[src/rtl/pipe_pkg.sv]
// Shared definitions for the parametrised pipeline register.
// Latency: n/a (types and constants only).
// Backpressure: n/a; the stall semantics are defined by pipe_ctrl_e.
// Contents: stage-control enum, default bubble payload, control decode helper.
package pipe_pkg;

  // One control word drives every stage, so all stages act in lockstep.
  typedef enum logic [1:0] {
    PIPE_RESET,
    PIPE_FLUSH,
    PIPE_STALL,
    PIPE_ADV
  } pipe_ctrl_e;

  // Widest legal payload; narrower instances take the low bits.
  localparam int unsigned     MAX_WIDTH      = 128;
  localparam logic [MAX_WIDTH-1:0] BUBBLE_DEFAULT = '0;

  // Priority: reset > flush > stall > advance.
  function automatic pipe_ctrl_e decode_ctrl(input logic rst,
                                             input logic flush,
                                             input logic stall);
    pipe_ctrl_e ctrl;
    if (rst)        ctrl = PIPE_RESET;
    else if (flush) ctrl = PIPE_FLUSH;
    else if (stall) ctrl = PIPE_STALL;
    else            ctrl = PIPE_ADV;
    return ctrl;
  endfunction

endpackage

[src/rtl/pipe_reg_n_if.sv]
// Bundle of stall/flush/payload inputs and registered outputs of pipe_reg_n.
// Latency: n/a (wires only).
// Backpressure: stall holds the whole pipe; upstream must keep d stable while stalled.
// master: drives stall, flush, d, d_valid; observes q, q_valid, stage_valid, stall_cnt.
// slave:  the pipeline register itself.
interface pipe_reg_n_if #(
  parameter int WIDTH = 5,
  parameter int DEPTH = 1,
  parameter int CNT_W = 16
) ();

  logic             stall;
  logic             flush;
  logic [WIDTH-1:0] d;
  logic             d_valid;
  logic [WIDTH-1:0] q;
  logic             q_valid;
  logic [DEPTH-1:0] stage_valid;
  logic [CNT_W-1:0] stall_cnt;

  modport master (
    output stall, flush, d, d_valid,
    input  q, q_valid, stage_valid, stall_cnt
  );

  modport slave (
    input  stall, flush, d, d_valid,
    output q, q_valid, stage_valid, stall_cnt
  );

endinterface

[src/rtl/pipe_stage.sv]
// One pipeline stage: WIDTH-bit payload register plus its valid flop.
// Latency: 1 cycle from d to q when ctrl is PIPE_ADV.
// Backpressure: PIPE_STALL holds payload and valid; PIPE_RESET/PIPE_FLUSH load a bubble.
// Ports: clk, ctrl (decoded stage control), d/d_valid in, q/q_valid out.
module pipe_stage
  import pipe_pkg::*;
#(
  parameter int               WIDTH      = 5,
  parameter logic [WIDTH-1:0] BUBBLE_VAL = '0
) (
  input  logic             clk,
  input  pipe_ctrl_e       ctrl,
  input  logic [WIDTH-1:0] d,
  input  logic             d_valid,
  output logic [WIDTH-1:0] q,
  output logic             q_valid
);

  logic [WIDTH-1:0] data_d, data_q;
  logic             vld_d,  vld_q;

  // Payload shifts regardless of valid; consumers qualify with q_valid.
  always_comb begin
    data_d = data_q;
    vld_d  = vld_q;
    case (ctrl)
      PIPE_RESET,
      PIPE_FLUSH: begin
        data_d = BUBBLE_VAL;
        vld_d  = 1'b0;
      end
      PIPE_ADV: begin
        data_d = d;
        vld_d  = d_valid;
      end
      default: begin
        data_d = data_q;
        vld_d  = vld_q;
      end
    endcase
  end

  // The synchronous reset arrives already decoded as PIPE_RESET.
  always_ff @(posedge clk) begin
    data_q <= data_d;
    vld_q  <= vld_d;
  end

  assign q       = data_q;
  assign q_valid = vld_q;

endmodule

[src/rtl/pipe_reg_n.sv]
// Parametrised DEPTH-stage pipeline register with stall, flush and stall-cycle counter.
// Latency: DEPTH cycles d->q, plus one per stalled cycle; outputs are purely registered.
// Backpressure: stall freezes every stage and drops d; flush squashes all stages to a bubble.
// Ports: clk, reset (sync, active-high), bus (slave modport: stall, flush, d, d_valid,
//        q, q_valid, stage_valid, stall_cnt).
module pipe_reg_n
  import pipe_pkg::*;
#(
  parameter int               WIDTH      = 5,
  parameter int               DEPTH      = 1,
  parameter logic [WIDTH-1:0] BUBBLE_VAL = BUBBLE_DEFAULT[WIDTH-1:0],
  parameter int               CNT_W      = 16
) (
  input  logic        clk,
  input  logic        reset,
  pipe_reg_n_if.slave bus
);

  pipe_ctrl_e       ctrl;
  logic [WIDTH-1:0] stage_dat [DEPTH];
  logic             stage_vld [DEPTH];
  logic [CNT_W-1:0] stall_cnt_d, stall_cnt_q;

  // Decoded once here and fanned out so all stages share one priority decision.
  always_comb begin
    ctrl = decode_ctrl(reset, bus.flush, bus.stall);
  end

  for (genvar i = 0; i < DEPTH; i++) begin : g_stage
    logic [WIDTH-1:0] in_dat;
    logic             in_vld;

    if (i == 0) begin : g_head
      assign in_dat = bus.d;
      assign in_vld = bus.d_valid;
    end else begin : g_body
      assign in_dat = stage_dat[i-1];
      assign in_vld = stage_vld[i-1];
    end

    pipe_stage #(
      .WIDTH      (WIDTH),
      .BUBBLE_VAL (BUBBLE_VAL)
    ) u_stage (
      .clk     (clk),
      .ctrl    (ctrl),
      .d       (in_dat),
      .d_valid (in_vld),
      .q       (stage_dat[i]),
      .q_valid (stage_vld[i])
    );

    assign bus.stage_valid[i] = stage_vld[i];
  end

  // Counts only true stall cycles (flush wins over stall); saturates at all-ones.
  always_comb begin
    stall_cnt_d = stall_cnt_q;
    if (ctrl == PIPE_STALL && stall_cnt_q != {CNT_W{1'b1}}) begin
      stall_cnt_d = stall_cnt_q + 1'b1;
    end
  end

  always_ff @(posedge clk) begin
    if (reset) stall_cnt_q <= '0;
    else       stall_cnt_q <= stall_cnt_d;
  end

  assign bus.q         = stage_dat[DEPTH-1];
  assign bus.q_valid   = stage_vld[DEPTH-1];
  assign bus.stall_cnt = stall_cnt_q;

endmodule

[src/flat_wrapper.sv]
// flat-port wrapper written by rule: the top's interface ports become plain ports
module pipe_reg_n_flat import pipe_pkg::*;
#(
  parameter int               WIDTH      = 5,
  parameter int               DEPTH      = 1,
  parameter logic [WIDTH-1:0] BUBBLE_VAL = BUBBLE_DEFAULT[WIDTH-1:0],
  parameter int               CNT_W      = 16
)
  (clk, reset, bus_stall, bus_flush, bus_d, bus_d_valid, bus_q, bus_q_valid, bus_stage_valid, bus_stall_cnt);
  pipe_reg_n_if #(.WIDTH(WIDTH), .DEPTH(DEPTH), .CNT_W(CNT_W)) bus_i ();
  input  logic clk;
  input  logic reset;
  input wire logic [$bits(bus_i.stall)-1:0] bus_stall;
  input wire logic [$bits(bus_i.flush)-1:0] bus_flush;
  input wire logic [$bits(bus_i.d)-1:0] bus_d;
  input wire logic [$bits(bus_i.d_valid)-1:0] bus_d_valid;
  output wire logic [$bits(bus_i.q)-1:0] bus_q;
  output wire logic [$bits(bus_i.q_valid)-1:0] bus_q_valid;
  output wire logic [$bits(bus_i.stage_valid)-1:0] bus_stage_valid;
  output wire logic [$bits(bus_i.stall_cnt)-1:0] bus_stall_cnt;
  assign bus_i.stall = bus_stall;
  assign bus_i.flush = bus_flush;
  assign bus_i.d = bus_d;
  assign bus_i.d_valid = bus_d_valid;
  assign bus_q = bus_i.q;
  assign bus_q_valid = bus_i.q_valid;
  assign bus_stage_valid = bus_i.stage_valid;
  assign bus_stall_cnt = bus_i.stall_cnt;
  pipe_reg_n #(.WIDTH(WIDTH), .DEPTH(DEPTH), .BUBBLE_VAL(BUBBLE_VAL), .CNT_W(CNT_W)) u_core (.clk(clk), .reset(reset), .bus(bus_i));
endmodule
[config.mk]
export PLATFORM = sky130hd
export DESIGN_NAME = pipe_reg_n_flat
export DESIGN_NICKNAME = d
export VERILOG_FILES = /design/src/rtl/pipe_pkg.sv /design/src/rtl/pipe_reg_n_if.sv /design/src/rtl/pipe_stage.sv /design/src/rtl/pipe_reg_n.sv /design/src/flat_wrapper.sv
export SDC_FILE = /design/constraint.sdc
export NUM_CORES = 1
export LEC_CHECK = 0
export CORE_MARGIN = 10
export CORE_UTILIZATION = 48
export CTS_BUF_LIST = sky130_fd_sc_hd__clkbuf_4
export DETAILED_ROUTE_END_ITERATION = 6
export PLACE_DENSITY = 0.87
export SETUP_SLACK_MARGIN = 0.2
export SKIP_CTS_REPAIR_TIMING = 1
export SLEW_MARGIN = 25
export SYNTH_ARGS = -nofsm -noshare
export SYNTH_HDL_FRONTEND = slang
export SYNTH_HIERARCHICAL = 1
export SYNTH_SLANG_ARGS = --single-unit
[constraint.sdc]
create_clock -name clk -period 2.1 [get_ports clk]
set_input_delay 0.42 -clock clk [delete_from_list [all_inputs] [get_ports clk]]
set_output_delay 0.42 -clock clk [all_outputs]
set_load 0.02 [all_outputs]
# [Word-level counts from Yosys, hierarchy flattened]
# Index checks and enable logic that the tools add are counted.
[word_totals] inputBits=10 output_inout_bits=23 regBits=22 elab_cells=17
[op_classes] reduce_logical=4 n_mux=5 add_sub_neg=1 eq_ne=4
[op_table] op="adder 16 x 1 -> 16 bit (second input constant)" count=1
[op_table] op="inequality test 16 bit (second input constant)" count=1
[op_table] op="case mux 5 bit (2 select lines)" count=1
[op_table] op="equality test 2 bit (second input constant)" count=2
[op_table] op="2-to-1 mux 2 bit" count=2
[op_table] op="equality test 2 x 1 -> 1 bit (second input constant)" count=1
[op_table] op="zero test 2 bit" count=1
[op_table] op="case mux 1 bit (2 select lines)" count=1
[op_table] op="nonzero test 2 bit" count=1
[op_table] op="OR reduction 2 bit" count=1
[op_table] op="logical AND 1 bit" count=1
[op_table] op="2-to-1 mux 1 bit" count=1

# [Longest topological paths before layout]
[depth] word_depth=6 mapped_depth=7 mapped_depth_nobuf=5

# [Modules after synthesis]
# Netlist, hierarchy kept.
[modules_own_cells] mod="pipe_reg_n" cells_per_inst=104 area_per_inst_um2=873.3 n_inst=1 seq_area_each_um2=320.3
[modules_own_cells] mod="pipe_stage" cells_per_inst=13 area_per_inst_um2=224.0 n_inst=1 seq_area_each_um2=180.2

# [Worst setup path before layout]
# No wires, ideal clock.
[synth_timing] path_kind="flip-flop to flip-flop" start="reg u_core.stall_cnt_q[2] (netlist: u_core/bus.stall_cnt[2])" end="reg u_core.stall_cnt_q[15] (netlist: u_core/bus.stall_cnt[15])" n_path_buf=0 setup_time_ps=131 path_slack_ps=497 stages_incl_launch_ff=6 required_ps=1969 synth_period_minus_slack_ps=1603 arrival_ps=1472 cell_sequence="dfxtp_1 nand4_1 nor4_2 nand2_1 o311ai_1 o41ai_1"
[synth_via] elab_chain_len=2 elab_cells_between_ends=3 cone_classes="add/sub (1); eq/ne (1); reduce/logical (1)"
[synth_lines] item="start, declared" line="pipe_reg_n.sv:22" text="logic [CNT_W-1:0] stall_cnt_d, stall_cnt_q;"
[synth_lines] item="start signal, assigned" line="pipe_reg_n.sv:66" text="else stall_cnt_q <= stall_cnt_d;"
[synth_lines] item="parallel branches: the longest is 2 deep, another holds adder 16 x 1 -> 16 bit"
# Several ways; the timed one is not identified.
# A chain may end at the register's enable or synchronous reset.

# [Worst setup path in the final report]
[layout_timing] start="reg u_core.stall_cnt_q[7] (netlist: u_core/bus.stall_cnt[7])" end="out bus_stall_cnt[7]"
[layout_rtl] item="end, declared" line="flat_wrapper.sv:20" text="output wire logic [$bits(bus_i.stall_cnt)-1:0] bus_stall_cnt;"
# No word-level cell between the ends.

==> results.tsv <==
metric	value	unit
run_status	finished clean	
endpoint	bus_stall_cnt[7]	
synth_warnings	6	
grt_pass1_wl	4780	um
ir_drop	435	uV
pwr_density_cell	569	nW/um2
slew_headroom	0.666	
via_per_inst	5.77	
ant_nets	0	
ios	33	
min_period_over_period	0.880	
fmax	541	MHz
first_pass_iters	5	
syn_inst	117	
core	2190	um2
drt-total-wl	2890	um
cts_num_sinks	22	
p_leak	0.000640	uW
grt_overflow	0	
clockBufferDepth	2	
cp.depth	1	
cp_slowest_cell	clkdlybuf4s50_1	
required	1.68	ns
drive_gt1_frac	0.0789	
fill_cells	170	
tightest_slew	0.498	ns
n_antenna_cell	0	
die_w	67.8	um
reg2reg_slack	0.43	ns
ys_seq_area_frac	0.456	
grt_pass1_vias	978	
skew	0.0111	ns
r2r_start	u_core/bus.stall_cnt[5]$_SDFFE_PP0P_	
hold_violations	0	
startpoint_type	flip-flop	
crit_fanout	6	
htreeDepth	1	
critPathMaxStageDelay	0.65	ns
grt_max_degree	16	
rsz0062_at_grt	true	
area_growth	38.3	%
crit_buf_inv	1	
start_util	0.501	
cap_viol_max_count	0	
synth_edf_count	6	
dp_hpwl	2210	um
utilization	0.693	
num-nets-final	164	
die_y	67.8	um
post-place-ws	-0.0391	ns
tritoncts.num_buffers	3	
cp_cell_sequence	clkdlybuf4s50_1	
grt_use_total	0.128	
r2r_end	u_core/bus.stall_cnt[15]$_SDFFE_PP0P_	
via_count	1038	
synthFlopType	dfxtp_1	
syn_nets	128	
end_kind	output pin	
hp-class	reg2reg	
drt-initial-drc-count	55	
period_minus_slack	1.85	ns
ys_types	29	
multi_input_area	563	um2
cts_tree	yes	
synth.avg_cell_area	9.38	um2
insertion_delay	0.30	ns
crit_type	reg2out	
r2r_cells	5	
synth_seq_cells	22	
die_area	4600	um2
remaining_drc_errors	0	
synthArstFlopShare	0	
cpLargestDelayFamily	buffers and inverters	
finalMaxSlewViolations	0	
io_buffers	32	
root_buffer	clkbuf_4	
avgRoutedWirePerCell	16.1	um
gp_congestion	0.874	
ff_latch_area	500	um2
syn_area	1100	um2
antenna_found_initial	0	
fin_ws	0.253	ns
report.final.setup_viol	0	
rows	17	
setup.worst_path.start	u_core/bus.stall_cnt[7]$_SDFFE_PP0P_	
clkTransAtPathRegs	0.13	ns
crit_arrival	1.43	ns
cell usage after synthesis (2+ instances only):
cell	number	area [um2]
and3_1	9	56.3
nor3_1	2	10.0
nand2_1	10	37.5
nor2_1	15	56.3
xor2_1	5	43.8
clkbuf_1	2	7.51
nand4_1	10	62.6
xnor2_1	6	52.6
nand2b_1	2	12.5
and4_1	4	35.0
and2_1	3	18.8
nand3_1	3	15.0
dfxtp_1	16	320
a21oi_1	9	45.0
buf_6	2	22.5
edfxtp_1	6	180
cells by family after synthesis:
family | Yosys count | synth area share
compound gates | 15 | 0.0821
buf+inv | 6 | 0.0376
simple gates | 62 | 0.325
fa+ha+maj | 1 | 0.0114
flops | 22 | 0.456
xor+xnor | 11 | 0.0878
stage by stage:
| step | area (um2) | hold slack [ns] | cells | TNS (ns) | power [uW] |
|---|---|---|---|---|---|
| 4_1_cts | 1500 | 0.535 | 180 | 0 | 870 |
| 6_report | 1520 | 0.526 | 180 | 0 | 864 |
| 5_1_grt | 1520 | 0.584 | 180 | 0 | 895 |
| 2_1_floorplan | 1100 | 0.562 | 117 | 0 | 502 |
| 3_3_place_gp | 1450 | 0.507 | 176 | 0 | 549 |
| 3_5_place_dp | 1450 | 0.517 | 176 | -0.0391 | 552 |
power breakdown:
part	total [uW]	internal [uW]	switching [uW]
registers	451	446	5.63
clock network	322	193	129
logic	90.4	47.6	42.8
flip-flops by register name, indices dropped and copies added, names as in the netlist:
signal and count:
u_core/bus.stall_cnt 16, u_core/g_stage.u_stage/q_valid 1, u_core/g_stage.u_stage/q 5
placed cells by master (no fill, tap or decap), types with 2 or more instances in the layout:
cell              n
a21oi_1           9
and2_1            3
and3_1            9
and4_1            4
buf_4             4
clkbuf_4          3
clkdlybuf4s50_1  27
dfxtp_1          16
dlymetal6s2s_1    5
edfxtp_1          6
nand2_1          10
nand2b_1          2
nand3_1           3
nand4_1          10
nor2_1           15
nor3_1            2
xnor2_1           6
xor2_1            5
layout make-up:
| type | instances | area share |
|---|---|---|
| Tap cell | 28 | 0.0231 |
| Clock buffer | 3 | 0.0148 |
| Inverter | 1 | 0.00247 |
| Sequential cell | 22 | 0.330 |
| Clock inverter | 1 | 0.0198 |
| Multi-Input combinational cell | 89 | 0.371 |
| Timing Repair Buffer | 36 | 0.239 |
worst min-delay path by stage:
stage | from | endpoint | slack [ns] | cells past startpoint
floorplan | u_core/bus.stall_cnt[1]$_SDFFE_PP0P_ | u_core/bus.stall_cnt[1]$_SDFFE_PP0P_ | 0.56 | 2
global placement | u_core/bus.stall_cnt[1]$_SDFFE_PP0P_ | u_core/bus.stall_cnt[1]$_SDFFE_PP0P_ | 0.51 | 2
detailed placement | u_core/bus.stall_cnt[1]$_SDFFE_PP0P_ | u_core/bus.stall_cnt[1]$_SDFFE_PP0P_ | 0.52 | 2
CTS | u_core/bus.stall_cnt[1]$_SDFFE_PP0P_ | u_core/bus.stall_cnt[1]$_SDFFE_PP0P_ | 0.54 | 2
global route | u_core/bus.stall_cnt[15]$_SDFFE_PP0P_ | u_core/bus.stall_cnt[15]$_SDFFE_PP0P_ | 0.58 | 2
finish | u_core/bus.stall_cnt[1]$_SDFFE_PP0P_ | u_core/bus.stall_cnt[1]$_SDFFE_PP0P_ | 0.53 | 2
worst register-to-register path: stages (launching register included):
cell	delay, ns
dfxtp_1	0.46
nand4_1	0.19
nor4_2	0.33
nand2_1	0.17
o311ai_2	0.29
o41ai_1	0.12
metal layers:
layer  wire [um]  GRT usage  part of all wire  up-vias
li1            -          -                 -      496
met1        1220      0.151              0.42      488
met2        1360      0.218              0.47       48
met3         264     0.0424             0.091        6
met4          43     0.0377             0.015        0
met5           0          0                 0        -
Note: power is estimated with default switching activity, not from simulation.
